### src/rtl/color_preset_memory.sv
// Colour preset store: DEPTH x WIDTH register file with a registered read port
// and a looping playback sequencer that holds each entry for dwell+1 clocks.
module color_preset_memory #(
  parameter int WIDTH   = 4,
  parameter int DEPTH   = 8,
  parameter int DWELL_W = 16,
  localparam int ADDR_W = $clog2(DEPTH)
) (
  input  logic               clk,
  input  logic               rst,
  input  logic               write_enable,
  input  logic [ADDR_W-1:0]  wr_addr,
  input  logic [WIDTH-1:0]   data_in,
  input  logic               rd_en,
  input  logic [ADDR_W-1:0]  rd_addr,
  output logic [WIDTH-1:0]   data_out,
  output logic               rd_valid,
  input  logic               play_en,
  input  logic [ADDR_W-1:0]  play_last,
  input  logic [DWELL_W-1:0] dwell,
  output logic [WIDTH-1:0]   play_data,
  output logic [ADDR_W-1:0]  play_idx,
  output logic               play_wrap
);

  localparam logic [ADDR_W-1:0] LAST_MAX = ADDR_W'(DEPTH - 1);

  typedef enum logic {
    IDLE,
    PLAY
  } state_t;

  state_t              state_reg, state_next;
  logic [WIDTH-1:0]    mem_reg [DEPTH];
  logic [DEPTH-1:0]    wr_hit;
  logic [WIDTH-1:0]    rd_word;
  logic [WIDTH-1:0]    play_word;
  logic [ADDR_W-1:0]   last_eff;
  logic [WIDTH-1:0]    data_out_reg;
  logic                rd_valid_reg;
  logic [WIDTH-1:0]    pdata_reg, pdata_next;
  logic [ADDR_W-1:0]   idx_reg, idx_next;
  logic [DWELL_W-1:0]  count_reg, count_next;
  logic                wrap_reg, wrap_next;

  // One-hot write decode; out-of-range addresses match no entry and are dropped.
  for (genvar gi = 0; gi < DEPTH; gi++) begin : g_wr_decode
    assign wr_hit[gi] = write_enable && (wr_addr == ADDR_W'(gi));
  end

  always_ff @(posedge clk or posedge rst) begin
    if (rst) begin
      for (int i = 0; i < DEPTH; i++) begin
        mem_reg[i] <= '0;
      end
    end else begin
      for (int i = 0; i < DEPTH; i++) begin
        if (wr_hit[i]) begin
          mem_reg[i] <= data_in;
        end
      end
    end
  end

  // Both read muxes bypass the incoming write so a same-edge hit sees data_in.
  always_comb begin
    rd_word   = '0;
    play_word = '0;
    for (int i = 0; i < DEPTH; i++) begin
      if (rd_addr == ADDR_W'(i)) begin
        rd_word = wr_hit[i] ? data_in : mem_reg[i];
      end
      if (idx_reg == ADDR_W'(i)) begin
        play_word = wr_hit[i] ? data_in : mem_reg[i];
      end
    end
  end

  always_ff @(posedge clk or posedge rst) begin
    if (rst) begin
      data_out_reg <= '0;
      rd_valid_reg <= 1'b0;
    end else begin
      rd_valid_reg <= rd_en;
      if (rd_en) begin
        data_out_reg <= rd_word;
      end
    end
  end

  assign last_eff = (play_last > LAST_MAX) ? LAST_MAX : play_last;

  always_ff @(posedge clk or posedge rst) begin
    if (rst) begin
      state_reg <= IDLE;
      pdata_reg <= '0;
      idx_reg   <= '0;
      count_reg <= '0;
      wrap_reg  <= 1'b0;
    end else begin
      state_reg <= state_next;
      pdata_reg <= pdata_next;
      idx_reg   <= idx_next;
      count_reg <= count_next;
      wrap_reg  <= wrap_next;
    end
  end

  always_comb begin
    state_next = state_reg;
    pdata_next = pdata_reg;
    idx_next   = idx_reg;
    count_next = count_reg;
    wrap_next  = 1'b0;
    case (state_reg)
      IDLE: begin
        idx_next   = '0;
        count_next = '0;
        if (play_en) begin
          state_next = PLAY;
        end
      end
      PLAY: begin
        if (!play_en) begin
          state_next = IDLE;
          idx_next   = '0;
          count_next = '0;
        end else begin
          pdata_next = play_word;
          if (count_reg < dwell) begin
            count_next = count_reg + 1'b1;
          end else begin
            count_next = '0;
            // >= also catches an index stranded above a freshly lowered play_last.
            if (idx_reg >= last_eff) begin
              idx_next  = '0;
              wrap_next = 1'b1;
            end else begin
              idx_next = idx_reg + 1'b1;
            end
          end
        end
      end
      default: begin
        state_next = IDLE;
      end
    endcase
  end

  assign data_out  = data_out_reg;
  assign rd_valid  = rd_valid_reg;
  assign play_data = pdata_reg;
  assign play_idx  = idx_reg;
  assign play_wrap = wrap_reg;

endmodule
### config.mk
export PLATFORM = sky130hd
export DESIGN_NAME = color_preset_memory
export DESIGN_NICKNAME = d
export VERILOG_FILES = /design/src/rtl/color_preset_memory.sv
export SDC_FILE = /design/constraint.sdc
export NUM_CORES = 1
export LEC_CHECK = 0
export CAP_MARGIN = 10
export CORE_ASPECT_RATIO = 1.5
export CORE_UTILIZATION = 52
export DETAILED_ROUTE_END_ITERATION = 8
export PLACE_DENSITY = 0.81
export SLEW_MARGIN = 30
export SYNTH_ARGS = -nofsm -noshare
export SYNTH_HDL_FRONTEND = slang
export SYNTH_SLANG_ARGS = --single-unit
export TNS_END_PERCENT = 30
### constraint.sdc
create_clock -name clk -period 6 [get_ports clk]
set_input_delay 1.2 -clock clk [delete_from_list [all_inputs] [get_ports clk]]
set_output_delay 1.2 -clock clk [all_outputs]
set_load 0.03 [all_outputs]
; ---- Word level (Yosys, flattened, before mapping)
; Cells that the tools add are included.
[op_classes]
eq_ne = 22
add_sub_neg = 2
n_lt_le_gt_ge = 3
n_reduce_logical = 12
n_mux = 37
n_bitwise = 1
[op_table]
columns = cell, count
row1 = 4-bit two-way mux, 24
row2 = 3-bit equality test (second input constant), 12
row3 = 16-bit two-way mux, 2
row4 = 16-bit one-hot mux with 2 select lines, 1
row5 = 3-bit by 2-bit equality test with 1-bit output (second input constant), 6
row6 = 16-bit by 1-bit adder with 16-bit output (second input constant), 1
row7 = 16-bit < comparator, 1
row8 = 3-bit two-way mux, 4
row9 = 3-bit by 1-bit equality test with 1-bit output (second input constant), 3
row10 = 3-bit logical NOT, 3
row11 = 1-bit logical AND, 8
row12 = 3-bit one-hot mux with 2 select lines, 1
row13 = 1-bit two-way mux, 5
row14 = 3-bit by 1-bit adder with 3-bit output (second input constant), 1
row15 = 3-bit greater-or-equal comparator, 1
row16 = 3-bit > comparator (second input constant), 1
row17 = 3-bit inequality test (second input constant), 1
row18 = 2-bit AND reduction, 1
row19 = 1-bit inverter, 1
[totals]
out_inout_bits = 13
input_bits = 34
wordCells = 92
reg_bits = 62

; ---- Logic depth before layout (Yosys ltp)
; Gate-level depths: netlist (run 1).
[depth]
word_depth = 11
ltp_mapped = 9
mapped_depth_nobuf = 8

; ---- Least setup slack after synthesis (run 1)
; Ideal clock, no wire load.
[synth_timing]
path_kind = in2reg
start = input port dwell[9]
end = register count_reg[10]
path_buffers = 1
path_stages = 9
path_slack_ps = 3171
t_arrival_ps = 2757
setup_ps = 72
required_time_ps = 5928
path_cell_list = inv_1 ha_1 a21o_1 a21o_1 a211oi_1 o21a_1 nand3_1 clkbuf_1 nor2_1
[synth_via]
elab_chain_cells = 4
[synth_lines]
columns = item, line_no
row1 = from (decl), 20  ; input logic [DWELL_W-1:0] dwell,
row2 = 16-bit < comparator, 130  ; if (count_reg < dwell) begin
row3 = 16-bit two-way mux, 130
row4 = 16-bit two-way mux, 124  ; if (!play_en) begin
row5 = 16-bit one-hot mux with 2 select lines, 115  ; case (state_reg)
row6 = net count_next[10], 43  ; logic [DWELL_W-1:0] count_reg, count_next;
row7 = to (signal assigned), 104  ; count_reg <= count_next;
row8 = to (decl), 43
; The timed path passes the listed nets, and every way through them passes these cells.
; A chain may end at the register's enable or synchronous reset.

; ---- Worst setup path after layout (run 1)
[layout_timing]
start = input port dwell[9]
end = register count_reg[9]
; Same word-level chain as after synthesis.

==> flow_metrics.env, run 1 <==
export IMPL_synth_compound_area_share=0.146
export IMPL_htreeDepth=3
export IMPL_hold_viol=0
export IMPL_finalSetupViolations=0
export IMPL_required_ps=6260
export IMPL_clk_pin_slew_ps=70
export IMPL_antenna_found_initial=0
export IMPL_track_usage=0.255
export IMPL_synth_xor_area_share=0.0324
export IMPL_cts_resized=0
export IMPL_clk_latency_ps=340
export IMPL_yosys_top_cells_count="62 x dfrtp_1, 39 x inv_1, 32 x nor2_1"
export IMPL_syn2layout_area_growth_pct=17.1
export IMPL_drtIter0Drc=360
export IMPL_grt_overflow=0
export IMPL_cp_common_cell="a21o_1"
export IMPL_finalCritPeriodShare=0.550
export IMPL_synthesis_area_um2=3780
export IMPL_async_reset_ff_frac=1.00
export IMPL_ir_worst_vdd_v=0.000121
export IMPL_min_path_type="reg2reg"
export IMPL_cp_slowest_stage_delay_ps=460
export IMPL_worstMarginPinSlew_ps=837
export IMPL_crit_arrival_ps=3560
export IMPL_synth_top_family_by_area="simple AND/OR/NAND/NOR gates"
export IMPL_drt_pass1_iterations=6
export IMPL_grt_pass1_wl_um=14800
export IMPL_postRouteAntennaNets=0
export IMPL_clock_fmax_mhz=303
export IMPL_fill_cells=590
export IMPL_maxCapViolations=0
export IMPL_fin_crit_ps=3300
export IMPL_drive_above_1_share=0.0949
export IMPL_syn_inst=388
export IMPL_start_util=0.545
export IMPL_rsz0062_at_grt="false"
export IMPL_die_area_um2=7620
export IMPL_antenna_cells=0
export IMPL_yosys_top_cells_area="dfrtp_1 41%, ha_1 8.3%, mux2i_1 5.6%, mux2_2 5.4%, inv_1 3.9%"
export IMPL_synth_nets=447
export IMPL_pre_cts_ws_ps=2340
export IMPL_wl_per_cell_um=17.7
export IMPL_p_leak_nw=2.07
export IMPL_vias_per_cell=6.09
export IMPL_layout_nets=486
export IMPL_slowest_stage="clkdlybuf4s50_1"
export IMPL_drv_slew=0
export IMPL_synth_top_cell_area_share=0.410
export IMPL_synth_seq_area_share=0.410
export IMPL_crit_type="in2reg"
export IMPL_fp_coreArea_um2=6940
export IMPL_status="completed"
export IMPL_netlist_cell_type_count=57
export IMPL_startpoint_type="input pin"
export IMPL_rows=37
export IMPL_fin_setup_tns_ps=0
export IMPL_final_area_um2=4430
export IMPL_maxSlewHeadroom=0.441
export IMPL_end_kind="flip-flop"
export IMPL_synth_simple_area_share=0.157
export IMPL_postCtsSetupBuffers=0
export IMPL_cts_tree="yes"
export IMPL_synth_area_leader_cell="dfrtp_1"
export IMPL_post_dp_hpwl_um=6750
export IMPL_root_buffer="clkbuf_8"
export IMPL_largest_reg_flops=32
export IMPL_ys_flop_type="dfrtp_1"
export IMPL_cts_made_buffers=9
export IMPL_cts_max_path_buffers=2
export IMPL_ys_ff_latch=62
export IMPL_worstPathCellList="clkdlybuf4s50_1 -> inv_1 -> ha_1 -> a21o_1 -> a21o_1 -> a211oi_1 -> o21a_1 -> nand3_1 -> nor2_1"
export IMPL_hold_buffers=0
export IMPL_holdWs_ps=514
export IMPL_numPortBuffers=46
export IMPL_routed_wirelength_um=9020
export IMPL_setup_ws_ps=2700
export IMPL_cp_max_fo=16
export IMPL_ios=47
export IMPL_yosysMostFrequentCell="dfrtp_1"
export IMPL_grt_max_degree=63
export IMPL_grt_pass1_vias=3113
export IMPL_ys_warn_count=0
export IMPL_avgSynthCellArea_um2=9.75
export IMPL_synth_edff_count=0
export IMPL_clock_skew_ps=7.26
export IMPL_muxShareOfSynthArea=0.109
export IMPL_die_h_um=106
export IMPL_drcViolationCount=0
export IMPL_cts_sinks=62
export IMPL_place_congestion=0.948
export IMPL_postPlaceCellArea_um2=4260
export IMPL_vias=3108
export IMPL_powerDensity_nw_per_um2=240
export IMPL_synth_fa_ha_area_frac=0.0827
export IMPL_die_w_um=71.6
export IMPL_power_total_mw=1.06
[final cells by class]
cell class	instances	area [um^2]	share of cell area
clock inverter	5	36.3	0.00819
sequential	62	1550	0.350
timing repair buffer	47	468	0.106
tap	78	97.6	0.0220
multi-input combinational	267	1990	0.450
inverter	40	150	0.0339
clock buffer	11	131	0.0297
[worst paths after layout]
| check | startpoint | end | slack, ps | depth (start not counted) |
|---|---|---|---|---|
| setup / recovery | dwell[9] | count_reg[9] | 2700 | 9 |
| hold / removal | mem_reg[3] | mem_reg[3] | 510 | 2 |
| setup reg to reg | play_idx[0] | play_data[3] | 3580 | 7 |
| hold reg to reg | mem_reg[3] | mem_reg[3] | 510 | 2 |
| max in group asynchronous | rst | mem_reg[17] | 4050 | 3 |
| min in group asynchronous | rst | mem_reg[25] | 1380 | 3 |
[layer usage]
metal | vias to the layer above | global-route usage | part of all wire
met5 | - | 0 | 0
met1 | 1473 | 0.277 | 0.36
met4 | 0 | 0.155 | 0.048
li1 | 1453 | - | -
met3 | 32 | 0.0588 | 0.061
met2 | 150 | 0.441 | 0.53
[metrics by stage]
stage	util	std cells
2_1_floorplan	-	388
3_3_place_gp	0.614	494
3_5_place_dp	0.614	494
4_1_cts	0.638	510
5_1_grt	0.638	510
6_report	0.638	510
[kinds of logic after synthesis]
logic type / after synthesis
mux: 39
fa+ha+maj: 25
simple gates: 116
compound gates: 73
flops: 62
xor+xnor: 14
buf+inv: 59
[worst max-delay path, delay by kind of cell]
| kind | cells | cell delay, ps |
|---|---|---|
| buffers and inverters | 2 | 500 |
| adder cells (fa/ha/maj) | 1 | 300 |
| AND/OR/NAND/NOR | 2 | 720 |
| AO/OA/AOI/OAI | 4 | 830 |
[cells in the final DEF, fill, tap and decap left out, types with 8 or more instances in the layout]
master / Yosys / routed
nand3_1: 17 / 17
mux2i_1: 21 / 21
nand2_1: 31 / 31
a21o_1: 8 / 8
nor2_1: 32 / 32
clkdlybuf4s50_1: 0 / 46
dfrtp_1: 62 / 62
a21oi_1: 10 / 10
inv_1: 39 / 38
mux2_2: 18 / 18
clkbuf_8: 0 / 9
ha_1: 25 / 25
o21ai_0: 9 / 9
[report_power, final]
group	total (mW)	internal [mW]	switching (mW)
Sequential	0.498	0.475	0.0229
Clock	0.316	0.151	0.165
Combinational	0.247	0.108	0.139
Note: power is estimated with default switching activity, not from simulation.
==> run 2, diff against run 1 <==
CORE_UTILIZATION = 51   (was 52)
PLACE_DENSITY = 0.83   (was 0.81)
clock period = 2.9 ns   (was 6 ns; I/O delays follow)
==> run 2 against run 1 <==
Combinational power grew 120%; worst hold slack is essentially flat; largest power group unchanged; die area grew 1.9%; critical endpoint is now data_out[3]; non-clock buffer count rose by 12; routed wire length grew 7.0%; utilization down 0.49 points.
==> flow_metrics.env, run 2 (same netlist as run 1, synthesis figures left out) <==
export IMPL_hold_buffers=0
export IMPL_maxSlewHeadroom=0.562
export IMPL_root_buffer="clkbuf_8"
export IMPL_clockPowerShare=0.320
export IMPL_rows=38
export IMPL_syn2layout_area_growth_pct=20.9
export IMPL_finalSetupViolations=0
export IMPL_rsz0062_at_grt="false"
export IMPL_mostFrequentLayoutCell="dfrtp_1"
export IMPL_fin_setup_tns_ps=0
export IMPL_grt_busiest_layer="met2"
export IMPL_status="completed"
export IMPL_grt_max_degree=35
export IMPL_drv_slew=0
export IMPL_die_h_um=107
export IMPL_clk_latency_ps=350
export IMPL_crit_type="in2reg"
export IMPL_place_congestion=0.998
export IMPL_pre_cts_ws_ps=11.3
export IMPL_crit_arrival_ps=2800
export IMPL_cts_tree="yes"
export IMPL_postCtsSetupBuffers=0
export IMPL_cts_resized=0
export IMPL_cp_slowest_stage_delay_ps=570
export IMPL_powerDensity_nw_per_um2=510
export IMPL_antenna_cells=0
export IMPL_die_area_um2=7770
export IMPL_vias=3192
export IMPL_cp_top_family="compound AO/OA/AOI/OAI gates"
export IMPL_postRouteAntennaNets=0
export IMPL_cp_max_fo=9
export IMPL_layout_nets=498
export IMPL_post_dp_hpwl_um=7310
export IMPL_worstMarginPinSlew_ps=656
export IMPL_grt_pass1_vias=3131
export IMPL_slowest_stage="clkdlybuf4s50_1"
export IMPL_combPwrFrac=0.235
export IMPL_drcViolationCount=0
export IMPL_clock_fmax_mhz=389
export IMPL_grtUsageMet3=0.0534
export IMPL_finalCritPeriodShare=0.887
export IMPL_p_sw_frac=0.295
export IMPL_htreeDepth=3
export IMPL_grt_overflow=0
export IMPL_drt_pass1_iterations=7
export IMPL_start_util=0.523
export IMPL_ios=47
export IMPL_vias_per_cell=5.88
export IMPL_p_leak_nw=2.13
export IMPL_min_path_type="reg2reg"
export IMPL_setup_ws_ps=327
export IMPL_wl_per_cell_um=17.8
export IMPL_clk_pin_slew_ps=70
export IMPL_final_area_um2=4570
export IMPL_routed_wirelength_um=9650
export IMPL_p_int_mw=1.64
export IMPL_antenna_found_initial=0
export IMPL_worstPathCellList="clkdlybuf4s50_1 -> or3b_1 -> o32ai_1 -> nor3b_1 -> a2111oi_4 -> o22ai_1"
export IMPL_cts_sinks=62
export IMPL_p_sw_mw=0.689
export IMPL_drive_above_1_share=0.113
export IMPL_drtIter0Drc=234
export IMPL_fin_crit_ps=2570
export IMPL_fp_coreArea_um2=7230
export IMPL_mostFrequentLayoutCells="62 x dfrtp_1, 46 x clkdlybuf4s50_1, 38 x inv_1"
export IMPL_grt_util_met2=0.461
export IMPL_required_ps=3130
export IMPL_maxCapViolations=0
export IMPL_cts_max_path_buffers=2
export IMPL_startpoint_type="input pin"
export IMPL_ir_worst_vdd_v=0.000247
export IMPL_clock_skew_ps=14.6
export IMPL_end_kind="flip-flop"
export IMPL_critPathBufInv=1
export IMPL_grt_pass1_wl_um=15200
export IMPL_postPlaceCellArea_um2=4390
export IMPL_grt_use_met1=0.275
export IMPL_die_w_um=72.3
export IMPL_largest_reg_flops=32
export IMPL_numPortBuffers=46
export IMPL_hold_viol=0
export IMPL_cts_made_buffers=9
export IMPL_post_route_util=0.633
export IMPL_track_usage=0.265
export IMPL_seq_power_share=0.445
[run 2: cell count changes in the layout (fill, tap and decap cells not counted)]
cell and change:
bufinv_16 +1, clkbuf_8 +1, buf_4 +11, buf_12 +1, clkinv_4 -3, clkinv_2 -2
clkbuf_1 +2
[run 2: final cells by class]
cell class	instances	area, um^2
Sequential cell	62	1550
Fill cell	629	2650
Clock inverter	1	30.0
Timing Repair Buffer	59	571
Clock buffer	14	153
Inverter	40	150
Multi-Input combinational cell	267	1990
Tap cell	100	125
[run 2: per-layer routing]
layer	share of wire	routed length, um
met5	0	0
met2	0.51	4910
met3	0.055	526
met1	0.38	3640
met4	0.060	576
[run 2: through the flow]
stage	std cells	hold WS (ps)	power (mW)
CTS	543	511	2.33
floorplan	388	463	1.37
detailed placement	528	496	1.60
finish	543	514	2.33
global placement	528	484	1.58
global route	543	535	2.42
[run 2: path summary, 6_finish.rpt]
path	from	end	slack [ps]	cells after the start
max in group asynchronous	rst	mem_reg[6]	1620	3
worst min-delay path	mem_reg[26]	mem_reg[26]	510	2
worst max-delay path	wr_addr[2]	data_out[3]	330	6
worst min register to register	mem_reg[26]	mem_reg[26]	510	2
min in group asynchronous	rst	mem_reg[14]	650	2
worst max register to register	play_idx[1]	play_data[0]	850	7
[run 2: power groups by stage]
| stage | combinational, mW | sequential [mW] | clock [mW] |
|---|---|---|---|
| after detailed placement | 0.543 | 1.05 | 0 |
| after global placement | 0.529 | 1.05 | 0 |
| after global routing | 0.592 | 1.05 | 0.785 |
| after CTS | 0.546 | 1.04 | 0.750 |
| final | 0.549 | 1.04 | 0.746 |
| after floorplan | 0.295 | 1.07 | 0 |
[run 2: tightest hold or removal path, cell delays in order (launching register included)]
cell and delay, ps:
dfrtp_1 320, mux2i_1 90, inv_1 70
